==> src/rtl/l2_miss_fill_ctrl.sv <==
// L2 miss/fill sequencer: one request at a time, tag lookup, fixed-latency L2 or DRAM
// service, tag fill on a miss, completion pulse, and saturating hit/miss statistics.
module l2_miss_fill_ctrl #(
   parameter int ADDR_W     = 32,
   parameter int LINE_LOG   = 6,
   parameter int L2_DELAY   = 20,
   parameter int DRAM_DELAY = 400
) (
   input  logic              clk,
   input  logic              reset,
   input  logic              req_valid,
   input  logic [ADDR_W-1:0] req_addr,
   output logic              req_ready,
   input  logic              abort,
   output logic [ADDR_W-1:0] lookup_addr,
   output logic              lookup_valid,
   input  logic              l2_hit,
   output logic              tag_write,
   output logic [ADDR_W-1:0] tag_write_addr,
   output logic              stall,
   output logic              resp_valid,
   output logic              resp_hit,
   output logic [ADDR_W-1:0] resp_addr,
   output logic [15:0]       hit_count,
   output logic [15:0]       miss_count
);

   typedef enum logic [2:0] {
      IDLE      = 3'd0,
      LOOKUP    = 3'd1,
      WAIT_L2   = 3'd2,
      WAIT_DRAM = 3'd3,
      FILL      = 3'd4,
      RESP      = 3'd5
   } state_t;

   localparam logic [9:0]        L2_LOAD   = 10'(L2_DELAY - 1);
   localparam logic [9:0]        DRAM_LOAD = 10'(DRAM_DELAY - 1);
   localparam logic [ADDR_W-1:0] LINE_MASK = ~((ADDR_W'(1) << LINE_LOG) - ADDR_W'(1));

   function automatic logic [15:0] sat_inc(input logic [15:0] v);
      return (v == 16'hFFFF) ? v : v + 16'd1;
   endfunction

   state_t            state_q;
   logic [9:0]        cnt_q;
   logic [ADDR_W-1:0] addr_q;
   logic              hit_q;
   logic [15:0]       hit_cnt_q;
   logic [15:0]       miss_cnt_q;
   logic              req_ready_q;
   logic              stall_q;
   logic              lookup_valid_q;
   logic [ADDR_W-1:0] lookup_addr_q;
   logic              tag_write_q;
   logic [ADDR_W-1:0] tag_write_addr_q;
   logic              resp_valid_q;
   logic              resp_hit_q;
   logic [ADDR_W-1:0] resp_addr_q;

   // Sequencer state, service countdown, statistics and all registered outputs.
   always_ff @(posedge clk or posedge reset) begin
      if (reset) begin
         state_q          <= IDLE;
         cnt_q            <= 10'd0;
         addr_q           <= '0;
         hit_q            <= 1'b0;
         hit_cnt_q        <= 16'd0;
         miss_cnt_q       <= 16'd0;
         req_ready_q      <= 1'b1;
         stall_q          <= 1'b0;
         lookup_valid_q   <= 1'b0;
         lookup_addr_q    <= '0;
         tag_write_q      <= 1'b0;
         tag_write_addr_q <= '0;
         resp_valid_q     <= 1'b0;
         resp_hit_q       <= 1'b0;
         resp_addr_q      <= '0;
      end else begin
         // Strobes and their addresses are single-cycle; only the entering transition sets them.
         lookup_valid_q   <= 1'b0;
         lookup_addr_q    <= '0;
         tag_write_q      <= 1'b0;
         tag_write_addr_q <= '0;
         resp_valid_q     <= 1'b0;
         resp_hit_q       <= 1'b0;
         resp_addr_q      <= '0;
         case (state_q)
            IDLE: begin
               if (req_valid) begin
                  addr_q         <= req_addr;
                  state_q        <= LOOKUP;
                  lookup_valid_q <= 1'b1;
                  lookup_addr_q  <= req_addr;
                  stall_q        <= 1'b1;
                  req_ready_q    <= 1'b0;
               end else begin
                  stall_q     <= 1'b0;
                  req_ready_q <= 1'b1;
               end
            end
            LOOKUP: begin
               if (abort) begin
                  state_q     <= IDLE;
                  cnt_q       <= 10'd0;
                  stall_q     <= 1'b0;
                  req_ready_q <= 1'b1;
               end else if (l2_hit) begin
                  cnt_q     <= L2_LOAD;
                  hit_q     <= 1'b1;
                  hit_cnt_q <= sat_inc(hit_cnt_q);
                  state_q   <= WAIT_L2;
               end else begin
                  cnt_q      <= DRAM_LOAD;
                  hit_q      <= 1'b0;
                  miss_cnt_q <= sat_inc(miss_cnt_q);
                  state_q    <= WAIT_DRAM;
               end
            end
            WAIT_L2, WAIT_DRAM: begin
               if (abort) begin
                  state_q     <= IDLE;
                  cnt_q       <= 10'd0;
                  stall_q     <= 1'b0;
                  req_ready_q <= 1'b1;
               end else if (cnt_q != 10'd0) begin
                  cnt_q <= cnt_q - 10'd1;
               end else if (state_q == WAIT_L2) begin
                  state_q      <= RESP;
                  resp_valid_q <= 1'b1;
                  resp_hit_q   <= hit_q;
                  resp_addr_q  <= addr_q;
               end else begin
                  state_q          <= FILL;
                  tag_write_q      <= 1'b1;
                  tag_write_addr_q <= addr_q & LINE_MASK;
               end
            end
            FILL: begin
               state_q      <= RESP;
               resp_valid_q <= 1'b1;
               resp_hit_q   <= hit_q;
               resp_addr_q  <= addr_q;
            end
            RESP: begin
               state_q     <= IDLE;
               stall_q     <= 1'b0;
               req_ready_q <= 1'b1;
            end
            default: begin
               state_q     <= IDLE;
               cnt_q       <= 10'd0;
               stall_q     <= 1'b0;
               req_ready_q <= 1'b1;
            end
         endcase
      end
   end

   assign req_ready      = req_ready_q;
   assign stall          = stall_q;
   assign lookup_valid   = lookup_valid_q;
   assign lookup_addr    = lookup_addr_q;
   assign tag_write      = tag_write_q;
   assign tag_write_addr = tag_write_addr_q;
   assign resp_valid     = resp_valid_q;
   assign resp_hit       = resp_hit_q;
   assign resp_addr      = resp_addr_q;
   assign hit_count      = hit_cnt_q;
   assign miss_count     = miss_cnt_q;

endmodule

==> config.mk <==
export PLATFORM = sky130hd
export DESIGN_NAME = l2_miss_fill_ctrl
export DESIGN_NICKNAME = d
export VERILOG_FILES = /design/src/rtl/l2_miss_fill_ctrl.sv
export SDC_FILE = /design/constraint.sdc
export NUM_CORES = 1
export LEC_CHECK = 0
export ABC_AREA = 1
export ABC_CLOCK_PERIOD_IN_PS = 12000
export CORE_UTILIZATION = 53
export CTS_BUF_LIST = sky130_fd_sc_hd__clkbuf_16
export DETAILED_ROUTE_END_ITERATION = 8
export PLACE_DENSITY = 0.92
export RECOVER_POWER = 50
export REMOVE_ABC_BUFFERS = 1
export SYNTH_ARGS = -nofsm -noshare
export SYNTH_HDL_FRONTEND = slang
export SYNTH_SLANG_ARGS = --single-unit
==> constraint.sdc <==
create_clock -name clk -period 12 [get_ports clk]
set_clock_uncertainty 0.15 [all_clocks]
set_input_delay 2.4 -clock clk [delete_from_list [all_inputs] [get_ports clk]]
set_output_delay 2.4 -clock clk [all_outputs]
set_load 0.1 [all_outputs]
==> flow_summary_export.csv <==
group,metric,value,unit
outcome,outcome,"complete, but fails checks",
outcome,violations,"max-capacitance violations, max-slew violations",
synth,synth_cell_types,33,
sta,maxSlewViolCount,125,
global_route,grt_pass1_vias,5327,
synth,synthArstFlopShare,100,%
setup_path,cp-end-kind,"async pin",
synth,syn_inst,749,
sta,setup_viol,0,
floorplan,rows,41,
global_route,grt_max_degree,90,
synth,synth_area,7020,um^2
synth,yosysMostFrequentCell,"dfrtp_1",
power,p_int,1.28,mW
sta,fin_hold_ws,0.346,ns
floorplan,pin_count,171,
clocking,cts_resized,0,
power,ir_drop,309,uV
synth,seq_area_frac_synth,62.1,%
sta,layout_min_cycle_time,5.95,ns
final_layout,antenna_cells,0,
synth,synth_common_cells,"dfrtp_1 (173), nand2_1 (166), nor2_1 (139)",
synth,yosys_register_bits,174,
final_layout,syn_to_final_growth,31.4,%
power,pwr-share-seq,32.7,%
setup_path,required,12.25,ns
final_layout,multiInputGateArea,2110,um^2
clocking,cts_buffer_depth,2,
floorplan,dieArea,13700,um^2
routing,drc,0,
floorplan,core,12800,um^2
sta,fin_tns_setup,0,ns
routing,routed_via_density,5.12,
setup_path,crit_fanout,89,
synth,avgSynthCellArea,9.37,um^2
flow_run,max_cap_violations,2,
sta,clock.fmax,168,MHz
floorplan,die_y,117,um
power,p_clk_share,20.8,%
clocking,postCtsSetupBuffers,0,
floorplan,start_util,54.9,%
floorplan,die_w,117,um
sta,grt_setup_unrepaired,"false",
final_layout,drive_above_1_share,4.66,%
place,place_congestion,0.935,
synth,ys.flop_type,"dfrtp_1",
clocking,htreeDepth,4,
clocking,numCtsBuffers,17,
synth,yosysTopAreaCell,"dfrtp_1",
clocking,path_clk_slew,0.07,ns
sta,tightest_slew,3.69,ns
sta,finalHoldViolCount,0,
clocking,clk_latency,0.43,ns
synth,yosys-top-cells-area,"dfrtp_1 (62%), nand2_1 (8.9%), nor2_1 (7.4%)",
power,swShare,49.0,%
global_route,grt_pass1_wl,25900,um
final_layout,final_nets,950,
routing,wl,15900,um
routing,vias,5604,
setup_path,startpoint_type,"primary input",
global_route,grt-ovfl-total,0,
setup_path,path_class,"in -> async",
clocking,tritoncts,"yes",
synth,yosysWarnings,0,
clocking,cts_root_buf,"clkbuf_16",
routing,first_pass_iters,5,
routing,drt_first_iter_violations,436,
power,power.total,2.51,mW
min_path,hold_path.class,"reg -> reg",
power,p_leak,4.38,nW
final_layout,seq_area,4360,um^2
place,port_buffers,164,
synth,synth-edff-count,0,
sta,slew_headroom,-148,%
global_route,antenna_found_initial,0,
clocking,cts.sinks,174,
power,switching_power,1.23,mW
final_layout,n_fill_cell,927,
routing,routedWlPerCell,14.5,um
synth,synth_top_cell_area_share,61.7,%
power,combPwrFrac,46.5,%
global_route,grt_usage,25.2,%
sta,finalCritPeriodShare,49.6,%
clocking,cts_hold_buf,0,
setup_path,cp.arrival,6.20,ns
power,power_density,272,nW/um^2
routing,ant_nets,0,
place,post-dp-hpwl,10800,um
-- logic make-up (layout without fill, tap and decap cells) --
| kind of cell | count (synthesis) | count (layout) | synth area share [%] |
|---|---|---|---|
| fa+ha+maj | 3 | 3 | 0.535 |
| xor+xnor | 20 | 20 | 2.50 |
| other cells | 1 | 6 | 0.0534 |
| buf+inv | 115 | 284 | 7.24 |
| simple gates | 361 | 361 | 21.3 |
| compound gates | 75 | 75 | 6.29 |
| flops | 174 | 174 | 62.1 |
-- path summary, 6_finish.rpt --
check,slack (ns),to,start,cells past startpoint
setup / recovery,6.05,hit_q$_DFFE_PP0P_,reset,3
hold reg to reg,0.35,req_ready$_DFFE_PP1P_,req_ready$_DFFE_PP1P_,2
min in group asynchronous,3.38,addr_q[10]$_DFFE_PP0P_,reset,2
setup reg to reg,9.19,miss_count[11]$_DFFE_PP0P_,state_q[2]$_DFFE_PP0P_,7
max in group clk,6.73,addr_q[5]$_DFFE_PP0P_,req_valid,5
hold / removal,0.35,req_ready$_DFFE_PP1P_,req_ready$_DFFE_PP1P_,2
-- layer usage --
metal  vias to the layer above  share of wire, %  GRT usage, %
li1                       2651                 -             -
met4                         0               2.4          10.8
met5                         -                 0             0
met2                       223                50          42.4
met3                        40               5.3          5.46
met1                      2690                42          31.6
-- placed cells by master, fill, tap and decap left out, types with 2 or more instances in the layout --
master             n
dfrtp_1          173
nand2_1          167
clkdlybuf4s50_1  161
nor2_1           142
inv_1             84
o21ai_0           35
o22ai_1           32
nand3_1           26
xor2_1            17
clkbuf_16         17
nor3_1             8
nand4_1            8
conb_1             6
a21oi_1            5
clkinv_2           5
nor2_2             4
inv_6              4
xnor2_1            3
nand3b_1           3
ha_1               3
dlygate4sd3_1      3
o21a_1             2
clkinvlp_4         2
inv_8              2
-- power groups by stage --
stage               Combinational [mW]  Clock (mW)  Sequential, mW
floorplan                        0.347           0            1.36
global placement                  1.15           0           0.823
detailed placement                1.17           0           0.828
CTS                               1.18       0.532           0.821
global route                      1.25       0.555           0.837
finish                            1.17       0.523           0.821
-- critical path, stage by stage --
cell	delay [ns]
dlygate4sd3_1	0.55
clkinvlp_2	2.08
buf_4	1.08
-- registers in the layout, indices dropped and copies added (netlist names) --
register,count
lookup_valid,1
hit_q,1
tag_write,1
resp_hit,1
cnt_q,10
lookup_addr,32
miss_count,16
resp_valid,1
resp_addr,32
tag_write_addr,26
hit_count,16
addr_q,32
req_ready,1
state_q,3
stall,1
-- metrics by stage --
stage	utilization [%]	setup slack [ns]	area [um^2]	cells
3_3_place_gp	68.4	7.24	8730	1063
3_5_place_dp	68.4	7.10	8730	1063
6_report	72.2	6.05	9220	1095
4_1_cts	72.7	7.30	9290	1095
5_1_grt	72.2	5.28	9220	1095
2_1_floorplan	-	4.73	6850	725
-- layout make-up --
cell class / count / area share, %
Sequential cell: 174 / 47.2
Timing Repair Buffer: 166 / 17.9
Inverter: 86 / 3.51
Tap cell: 172 / 2.33
Clock buffer: 17 / 4.61
Multi-Input combinational cell: 465 / 22.9
Clock inverter: 15 / 1.48
(Power assumes the default switching activity.)
